--- src/rtl/ce_sync_sink_if.sv ---
// Handshake and drain-side bundle for ce_sync_sink.
// slave is the sink's view; master is the sender/consumer view.
interface ce_sync_sink_if #(
  parameter int WIDTH = 32,
  parameter int DEPTH = 4
);
  logic                     Send_in;
  logic [WIDTH-1:0]         Data_in;
  logic                     Ack_out;
  logic [WIDTH-1:0]         Dout;
  logic                     Dout_valid;
  logic                     Dout_ready;
  logic [$clog2(DEPTH):0]   Count;

  modport slave (
    input  Send_in, Data_in, Dout_ready,
    output Ack_out, Dout, Dout_valid, Count
  );

  modport master (
    output Send_in, Data_in, Dout_ready,
    input  Ack_out, Dout, Dout_valid, Count
  );
endinterface

--- src/rtl/ce_sync_sink.sv ---
// Clocked sink for the C-element pipeline: synchronizes the active-low Send
// request, pushes bundled data into a show-ahead FIFO and withholds Ack when full.
//
// state        | meaning
// IDLE         | Ack_out high, waiting for synchronized request and FIFO space
// WAIT_RELEASE | token pushed, Ack_out low, waiting for Send_in to return high
module ce_sync_sink #(
  parameter int WIDTH       = 32,
  parameter int DEPTH       = 4,
  parameter int SYNC_STAGES = 2
) (
  input  logic            CLK,
  input  logic            MR_N,
  ce_sync_sink_if.slave   bus
);
  localparam int PW = $clog2(DEPTH);
  localparam int CW = PW + 1;

  typedef enum logic {IDLE = 1'b0, WAIT_RELEASE = 1'b1} state_t;

  logic [SYNC_STAGES-1:0] sync_q;
  logic                   s_req;
  state_t                 state_q, state_d;
  logic                   ack_q, ack_d;
  logic [PW-1:0]          wr_ptr_q, wr_ptr_d;
  logic [PW-1:0]          rd_ptr_q, rd_ptr_d;
  logic [CW-1:0]          count_q, count_d;
  logic [WIDTH-1:0]       mem_q [DEPTH];
  logic                   push, pop, full;

  // Synchronizer idles high so a reset never looks like a request.
  always_ff @(posedge CLK or negedge MR_N) begin
    if (!MR_N) sync_q <= '1;
    else       sync_q <= {sync_q[SYNC_STAGES-2:0], bus.Send_in};
  end

  assign s_req = sync_q[SYNC_STAGES-1];
  assign full  = (count_q == CW'(DEPTH));
  assign pop   = (count_q != '0) && bus.Dout_ready;

  always_comb begin
    state_d = state_q;
    ack_d   = ack_q;
    push    = 1'b0;
    case (state_q)
      IDLE: begin
        if (!s_req && !full) begin
          push    = 1'b1;
          ack_d   = 1'b0;
          state_d = WAIT_RELEASE;
        end
      end
      WAIT_RELEASE: begin
        if (s_req) begin
          ack_d   = 1'b1;
          state_d = IDLE;
        end
      end
      default: begin
        ack_d   = 1'b1;
        state_d = IDLE;
      end
    endcase
  end

  always_comb begin
    wr_ptr_d = wr_ptr_q;
    rd_ptr_d = rd_ptr_q;
    count_d  = count_q;
    if (push) wr_ptr_d = wr_ptr_q + PW'(1);
    if (pop)  rd_ptr_d = rd_ptr_q + PW'(1);
    case ({push, pop})
      2'b10:   count_d = count_q + CW'(1);
      2'b01:   count_d = count_q - CW'(1);
      default: count_d = count_q;
    endcase
  end

  always_ff @(posedge CLK or negedge MR_N) begin
    if (!MR_N) begin
      state_q  <= IDLE;
      ack_q    <= 1'b1;
      wr_ptr_q <= '0;
      rd_ptr_q <= '0;
      count_q  <= '0;
    end else begin
      state_q  <= state_d;
      ack_q    <= ack_d;
      wr_ptr_q <= wr_ptr_d;
      rd_ptr_q <= rd_ptr_d;
      count_q  <= count_d;
    end
  end

  // Storage needs no reset; occupancy alone decides what is valid.
  always_ff @(posedge CLK) begin
    if (push) mem_q[wr_ptr_q] <= bus.Data_in;
  end

  assign bus.Ack_out    = ack_q;
  assign bus.Dout       = mem_q[rd_ptr_q];
  assign bus.Dout_valid = (count_q != '0);
  assign bus.Count      = count_q;
endmodule

--- src/flat_wrapper.sv ---
// flat-port wrapper written by rule: the top's interface ports become plain ports
module ce_sync_sink_flat 
#(
  parameter int WIDTH       = 32,
  parameter int DEPTH       = 4,
  parameter int SYNC_STAGES = 2
)
  (CLK, MR_N, bus_Send_in, bus_Data_in, bus_Dout_ready, bus_Ack_out, bus_Dout, bus_Dout_valid, bus_Count);
  ce_sync_sink_if #(.WIDTH(WIDTH), .DEPTH(DEPTH)) bus_i ();
  input  logic CLK;
  input  logic MR_N;
  input wire logic [$bits(bus_i.Send_in)-1:0] bus_Send_in;
  input wire logic [$bits(bus_i.Data_in)-1:0] bus_Data_in;
  input wire logic [$bits(bus_i.Dout_ready)-1:0] bus_Dout_ready;
  output wire logic [$bits(bus_i.Ack_out)-1:0] bus_Ack_out;
  output wire logic [$bits(bus_i.Dout)-1:0] bus_Dout;
  output wire logic [$bits(bus_i.Dout_valid)-1:0] bus_Dout_valid;
  output wire logic [$bits(bus_i.Count)-1:0] bus_Count;
  assign bus_i.Send_in = bus_Send_in;
  assign bus_i.Data_in = bus_Data_in;
  assign bus_i.Dout_ready = bus_Dout_ready;
  assign bus_Ack_out = bus_i.Ack_out;
  assign bus_Dout = bus_i.Dout;
  assign bus_Dout_valid = bus_i.Dout_valid;
  assign bus_Count = bus_i.Count;
  ce_sync_sink #(.WIDTH(WIDTH), .DEPTH(DEPTH), .SYNC_STAGES(SYNC_STAGES)) u_core (.CLK(CLK), .MR_N(MR_N), .bus(bus_i));
endmodule
--- config.mk ---
export PLATFORM = sky130hd
export DESIGN_NAME = ce_sync_sink_flat
export DESIGN_NICKNAME = d
export VERILOG_FILES = /design/src/rtl/ce_sync_sink_if.sv /design/src/rtl/ce_sync_sink.sv /design/src/flat_wrapper.sv
export SDC_FILE = /design/constraint.sdc
export NUM_CORES = 1
export LEC_CHECK = 0
export ABC_AREA = 1
export CORE_MARGIN = 4
export CORE_UTILIZATION = 45
export DETAILED_ROUTE_END_ITERATION = 12
export PLACE_DENSITY = 0.7
export REMOVE_ABC_BUFFERS = 1
export SLEW_MARGIN = 30
export SYNTH_ARGS = -nofsm -noshare
export SYNTH_HDL_FRONTEND = slang
export SYNTH_SLANG_ARGS = --single-unit
--- constraint.sdc ---
create_clock -name CLK -period 2.6 [get_ports CLK]
set_input_delay 0.26 -clock CLK [delete_from_list [all_inputs] [get_ports CLK]]
set_output_delay 0.26 -clock CLK [all_outputs]
set_load 0.01 [all_outputs]
### Yosys cells after proc, flatten, opt, wreduce, memory -nomap -nowiden

Memory sizes are Yosys's and may differ from the RTL's.
Index checks and enable logic that the tools add are counted.

| storage, ports and cells | value |
|---|---|
| logic and storage cells | 34 |
| register bits after elaboration | 11 |
| bits of input ports | 36 |
| memory bits (writable) | 128 |
| memories kept | 1 |
| output and inout port bits | 37 |

| cells by class | value |
|---|---|
| muxes and demuxes | 10 |
| equal/unequal tests | 5 |
| bitwise logic cells | 1 |
| $add $sub $neg | 4 |
| reductions and logical operators | 7 |

Memory list:

| memory | depth | width | rd ports | clocked after Yosys merged registers in | write ports | line | source |
|---|---|---|---|---|---|---|---|
| u_core.mem_q | 4 | 32 | 1 | 0 | 1 | ce_sync_sink.sv:28 | `logic [WIDTH-1:0] mem_q [DEPTH];` |

Operators with widths:

| kind | count |
|---|---|
| 2-to-1 mux 1 bit | 7 |
| case mux 3 bit (2 select lines) | 1 |
| adder 2 x 1 -> 2 bit, second input constant | 2 |
| inequality test 2 x 1 -> 1 bit, second input constant | 2 |
| case mux 1 bit (2 select lines) | 2 |
| adder 3 x 1 -> 3 bit, second input constant | 1 |
| equality test 3 bit, second input constant | 1 |
| nonzero test 3 bit | 1 |
| subtractor 3 x 1 -> 3 bit, second input constant | 1 |
| equality test 2 x 1 -> 1 bit, second input constant | 1 |
| equality test 2 bit, second input constant | 1 |
| logical AND 1 bit | 2 |
| zero test 1 bit | 2 |
| AND reduction 2 bit | 1 |
| nonzero test 2 bit | 1 |
| inverter 1 bit | 1 |

### Logic depth before layout (Yosys ltp)

Gate-level depths: netlist of the first run.

| depth | value |
|---|---|
| depth in word-level cells | 7 |
| depth in mapped cells | 12 |
| mapped depth without buffers | 12 |

### Worst setup path after synthesis of the first run

OpenSTA, ideal clock, no wires.

| path | value |
|---|---|
| path kind | reg2reg |
| from | register u_core.count_q[0] (netlist: u_core.bus.Count[0]) |
| to | memory u_core.mem_q[0][0], enable pin |
| path slack | 0.048 ns |
| data arrival time | 2.131 ns |
| library setup time | 0.421 ns |
| period minus slack after synthesis | 2.552 ns |
| path buffers | 0 |
| cell stages (with the launch flop) | 5 |
| required time | 2.179 ns |
| cells stage by stage | dfrtp_1 > inv_1 > nand3_1 > nand2_2 > nor2_1 |

| between the ends | value |
|---|---|
| cells in the longest elaborated chain, start to end | 7 |

Ends and longest elaborated chain:

| element | line | source |
|---|---|---|
| start: declaration | ce_sync_sink.sv:27 | `logic [CW-1:0] count_q, count_d;` |
| start signal: assignment | ce_sync_sink.sv:91 | `count_q <= count_d;` |
| equality test 3 bit | ce_sync_sink.sv:38 | `assign full = (count_q == CW'(DEPTH));` |
| zero test 1 bit | ce_sync_sink.sv:47 | `if (!s_req && !full) begin` |
| logical AND 1 bit | ce_sync_sink.sv:47 |  |
| 2-to-1 mux 1 bit | ce_sync_sink.sv:47 |  |
| 2-to-1 mux 1 bit | ce_sync_sink.sv:45 | `case (state_q)` |
| 2-to-1 mux 1 bit | ce_sync_sink.sv:97 | `if (push) mem_q[wr_ptr_q] <= bus.Data_in;` |
| 2-to-1 mux 1 bit (implied by the code) | ce_sync_sink.sv:97 |  |
| end: declaration | ce_sync_sink.sv:28 |  |

No other way between the ends.

### Worst setup path after layout of the first run

| path | value |
|---|---|
| from | register u_core.rd_ptr_q[0] |
| to | output bus_Dout[21] |

| between the ends | value |
|---|---|
| cells in the longest elaborated chain, start to end | 1 |

Ends and longest elaborated chain:

| element | line | source |
|---|---|---|
| start: declaration | ce_sync_sink.sv:26 | `logic [PW-1:0] rd_ptr_q, rd_ptr_d;` |
| start signal: assignment | ce_sync_sink.sv:90 | `rd_ptr_q <= rd_ptr_d;` |
| memory (4 x 32 bit) | - |  |
| end: declaration | flat_wrapper.sv:16 | `output wire logic [$bits(bus_i.Dout)-1:0] bus_Dout;` |

No other way between the ends.

==> flow_summary.ini, run 1 <==
[sta]
setup-tns-final_ns = 0
postLayoutSetupSlackWorst_ns = 0.235
slew_headroom_pct = 63.2
finalWorstPathRequiredPeriod_ns = 2.36
final_hold_viol_count = 0
drv_slew = 0
max_freq_ghz = 0.423
fin_worst_hold_slack_ns = 0.213
min_period_over_period_pct = 91.0
finClkSkew_ns = 0.00326
tightest_slew_ns = 0.550
rsz0062_at_grt = no
setup_viol = 0

[layout]
final_net_count = 564
multi_input_area_um2 = 1120
antenna_cells_inserted = 0
storage_element_area_um2 = 4120
most_common_library_cell_in_the_layout_ignoring_fill_and_taps = sky130_fd_sc_hd__edfxtp_1
final_layout_size_suffix_gt1_share_pct = 7.87
filler_instances = 972
design_area_um2 = 7140
most-common-layout-cells = 128 x sky130_fd_sc_hd__edfxtp_1, 116 x sky130_fd_sc_hd__nand2_1, 78 x sky130_fd_sc_hd__inv_1
area_delta_synth_final_pct = 25.6
stdcell_count = 702

[cts]
clk_transition_reported_paths_ns = 0.05
cts_inserted_buffers = 17
postCtsSetupBuffers = 0
hold_fix_buffers_at_cts = 0
cts.sink_count = 139
clock_latency_ns = 0.40
cts-htree-levels = 4
cts_tree = done
cts_root_buffer = sky130_fd_sc_hd__clkbuf_16
cts_buffer_depth = 2

[detailed_routing]
wire_per_inst_um = 14.5
drc = 0
vias_per_cell = 4.78
drt_pass1_iterations = 5
drt-initial-drc-count = 194
antenna_left = 0
route.vias.total = 3358
detail_route.wirelength_um = 10100

[setup_path]
critical_path.max_fanout = 23
path_class = reg -> out
critical_path_required_ns = 2.34
worstSetupEndpointType = output port
crit_arrival_ns = 2.10
critical_path.startpoint_type = flop

[synthesis]
synth.cell_area_um2 = 5680
distinct_cell_type_count_after_synthesis = 19
synth-seq-cells = 139
syn-mean-instance-area_um2 = 12.8
total_number_of_yosys_warnings = 0
synth-edff-count = 128
yosysSeqAreaShare_pct = 72.5
synth_ff_type = sky130_fd_sc_hd__edfxtp_1
asyncSetResetFlopFracSynth_pct = 7.91
synthCells = 443

[place]
placement.cell_area_um2 = 6600
numPortBuffers = 72
place_inst = 671
dpl.hpwl_um = 6200
dpl_worst_slack_ns = 0.545
globalplace.congestion = 0.781

[power_and_ir_drop]
power.density_cell_area_nw_per_um2 = 1090
vdd.ir_drop.worst_v = 0.000515
static-leakage-power_nw = 2.79

[global_routing]
gr-total-overflow = 0
number_of_antenna_violations_at_the_first_check_in_global_routing = 0
global_route_usage_over_all_layers_pct = 15.0
pin_count_of_the_biggest_net_entering_global_routing = 57
grt_pass1_wl_um = 16600
grt_pass1_vias = 3380

[floorplan]
die_height_um = 120
placeableCoreArea_um2 = 12200
floorplan.initialDensity_pct = 46.5
row_count = 40
design.portCount = 73
die-area_um2 = 14500
die-width_um = 120

[flow_run]
maxCapViolations = 0

[run_status]
status = completed

[worst_hold_path]
worstHoldPathType = in -> async
==> logic make-up after synthesis <==
kind of cell / count (synthesis) / synth area share (%)
AOI/OAI and AO/OA: 65 / 8.54
xor gates and xnor gates: 1 / 0.154
adders and majority gates: 6 / 1.45
buffers and inverters: 100 / 8.36
DFF: 139 / 72.5
and+or+nand+nor: 132 / 8.96
==> sequential cells by signal, summed over array words and instances (netlist names) <==
signal	cells
u_core.wr_ptr_q	2
u_core.mem_q	128
u_core.bus.Ack_out	1
u_core.bus.Count	3
u_core.state_q	1
u_core.rd_ptr_q	2
u_core.sync_q	2
==> stage by stage <==
step                util, %  power (mW)
floorplan                 -        4.28
global placement       54.0        5.62
detailed placement     54.0        5.69
CTS                    58.4        7.87
global route           58.5        8.23
finish                 58.5        7.77
==> final timing paths <==
path,from,endpoint,slack [ns],depth (start not counted)
setup reg to reg,u_core.bus.Count[1],u_core.bus.Count[2],0.53,10
hold / removal,MR_N,u_core.bus.Count[0],0.21,1
hold reg to reg,u_core.sync_q[0],u_core.sync_q[1],0.36,0
min in group CLK,bus_Send_in,u_core.sync_q[0],0.26,1
max in group asynchronous,MR_N,u_core.bus.Ack_out,2.02,1
setup / recovery,u_core.rd_ptr_q[0],bus_Dout[21],0.24,5
==> area by class of cell <==
| cell class | instances | area share, % |
|---|---|---|
| sequential | 139 | 57.8 |
| multi-input combinational | 204 | 15.6 |
| timing repair buffer | 81 | 11.9 |
| clock buffer | 19 | 6.06 |
| inverter | 79 | 4.19 |
| tap | 168 | 2.94 |
| clock inverter | 12 | 1.49 |
==> where the power goes <==
| group | switching, mW | total, mW | internal [mW] |
|---|---|---|---|
| Combinational | 1.49 | 2.73 | 1.24 |
| Clock | 0.792 | 2.17 | 1.38 |
| Sequential | 0.102 | 2.87 | 2.77 |
==> per-layer routing <==
metal | GRT usage [%] | up-vias | wire length, um
met4 | 7.44 | 0 | 204
met3 | 4.91 | 21 | 561
met2 | 24.3 | 75 | 4830
met1 | 18.1 | 1570 | 4550
met5 | 0 | - | 0
li1 | - | 1692 | -
==> synthesized netlist by cell type, types with 2 or more instances <==
master,instances,area [um^2]
sky130_fd_sc_hd__buf_2,5,25.0
sky130_fd_sc_hd__buf_4,3,22.5
sky130_fd_sc_hd__buf_6,11,124
sky130_fd_sc_hd__clkbuf_1,2,7.51
sky130_fd_sc_hd__dfrtp_1,8,200
sky130_fd_sc_hd__dfstp_2,3,78.8
sky130_fd_sc_hd__edfxtp_1,128,3840
sky130_fd_sc_hd__ha_1,5,62.6
sky130_fd_sc_hd__inv_1,78,293
sky130_fd_sc_hd__nand2_1,116,435
sky130_fd_sc_hd__nand3_1,7,35.0
sky130_fd_sc_hd__nor2_1,7,26.3
sky130_fd_sc_hd__o211ai_1,64,480
==> critical path, stage by stage, from the launching register on <==
cell	delay, ns
sky130_fd_sc_hd__dfrtp_1	0.42
sky130_fd_sc_hd__inv_4	0.21
sky130_fd_sc_hd__buf_4	0.29
sky130_fd_sc_hd__o211ai_1	0.11
sky130_fd_sc_hd__nand2_1	0.11
sky130_fd_sc_hd__clkdlybuf4s50_1	0.55
==> what timing repair did <==
| item | CTS | global route |
|---|---|---|
| resized for setup | 0 | 1 |
| hold endpoints to repair | 0 | 0 |
| setup endpoints to repair | 0 | 5 |
Note: power is estimated with default switching activity, not from simulation.
==> run 2: changes to the inputs <==
SLEW_MARGIN = not set   (was 30)
==> results of run 2 <==
The final DEF is identical to that of run 1; final timing and power are the same.
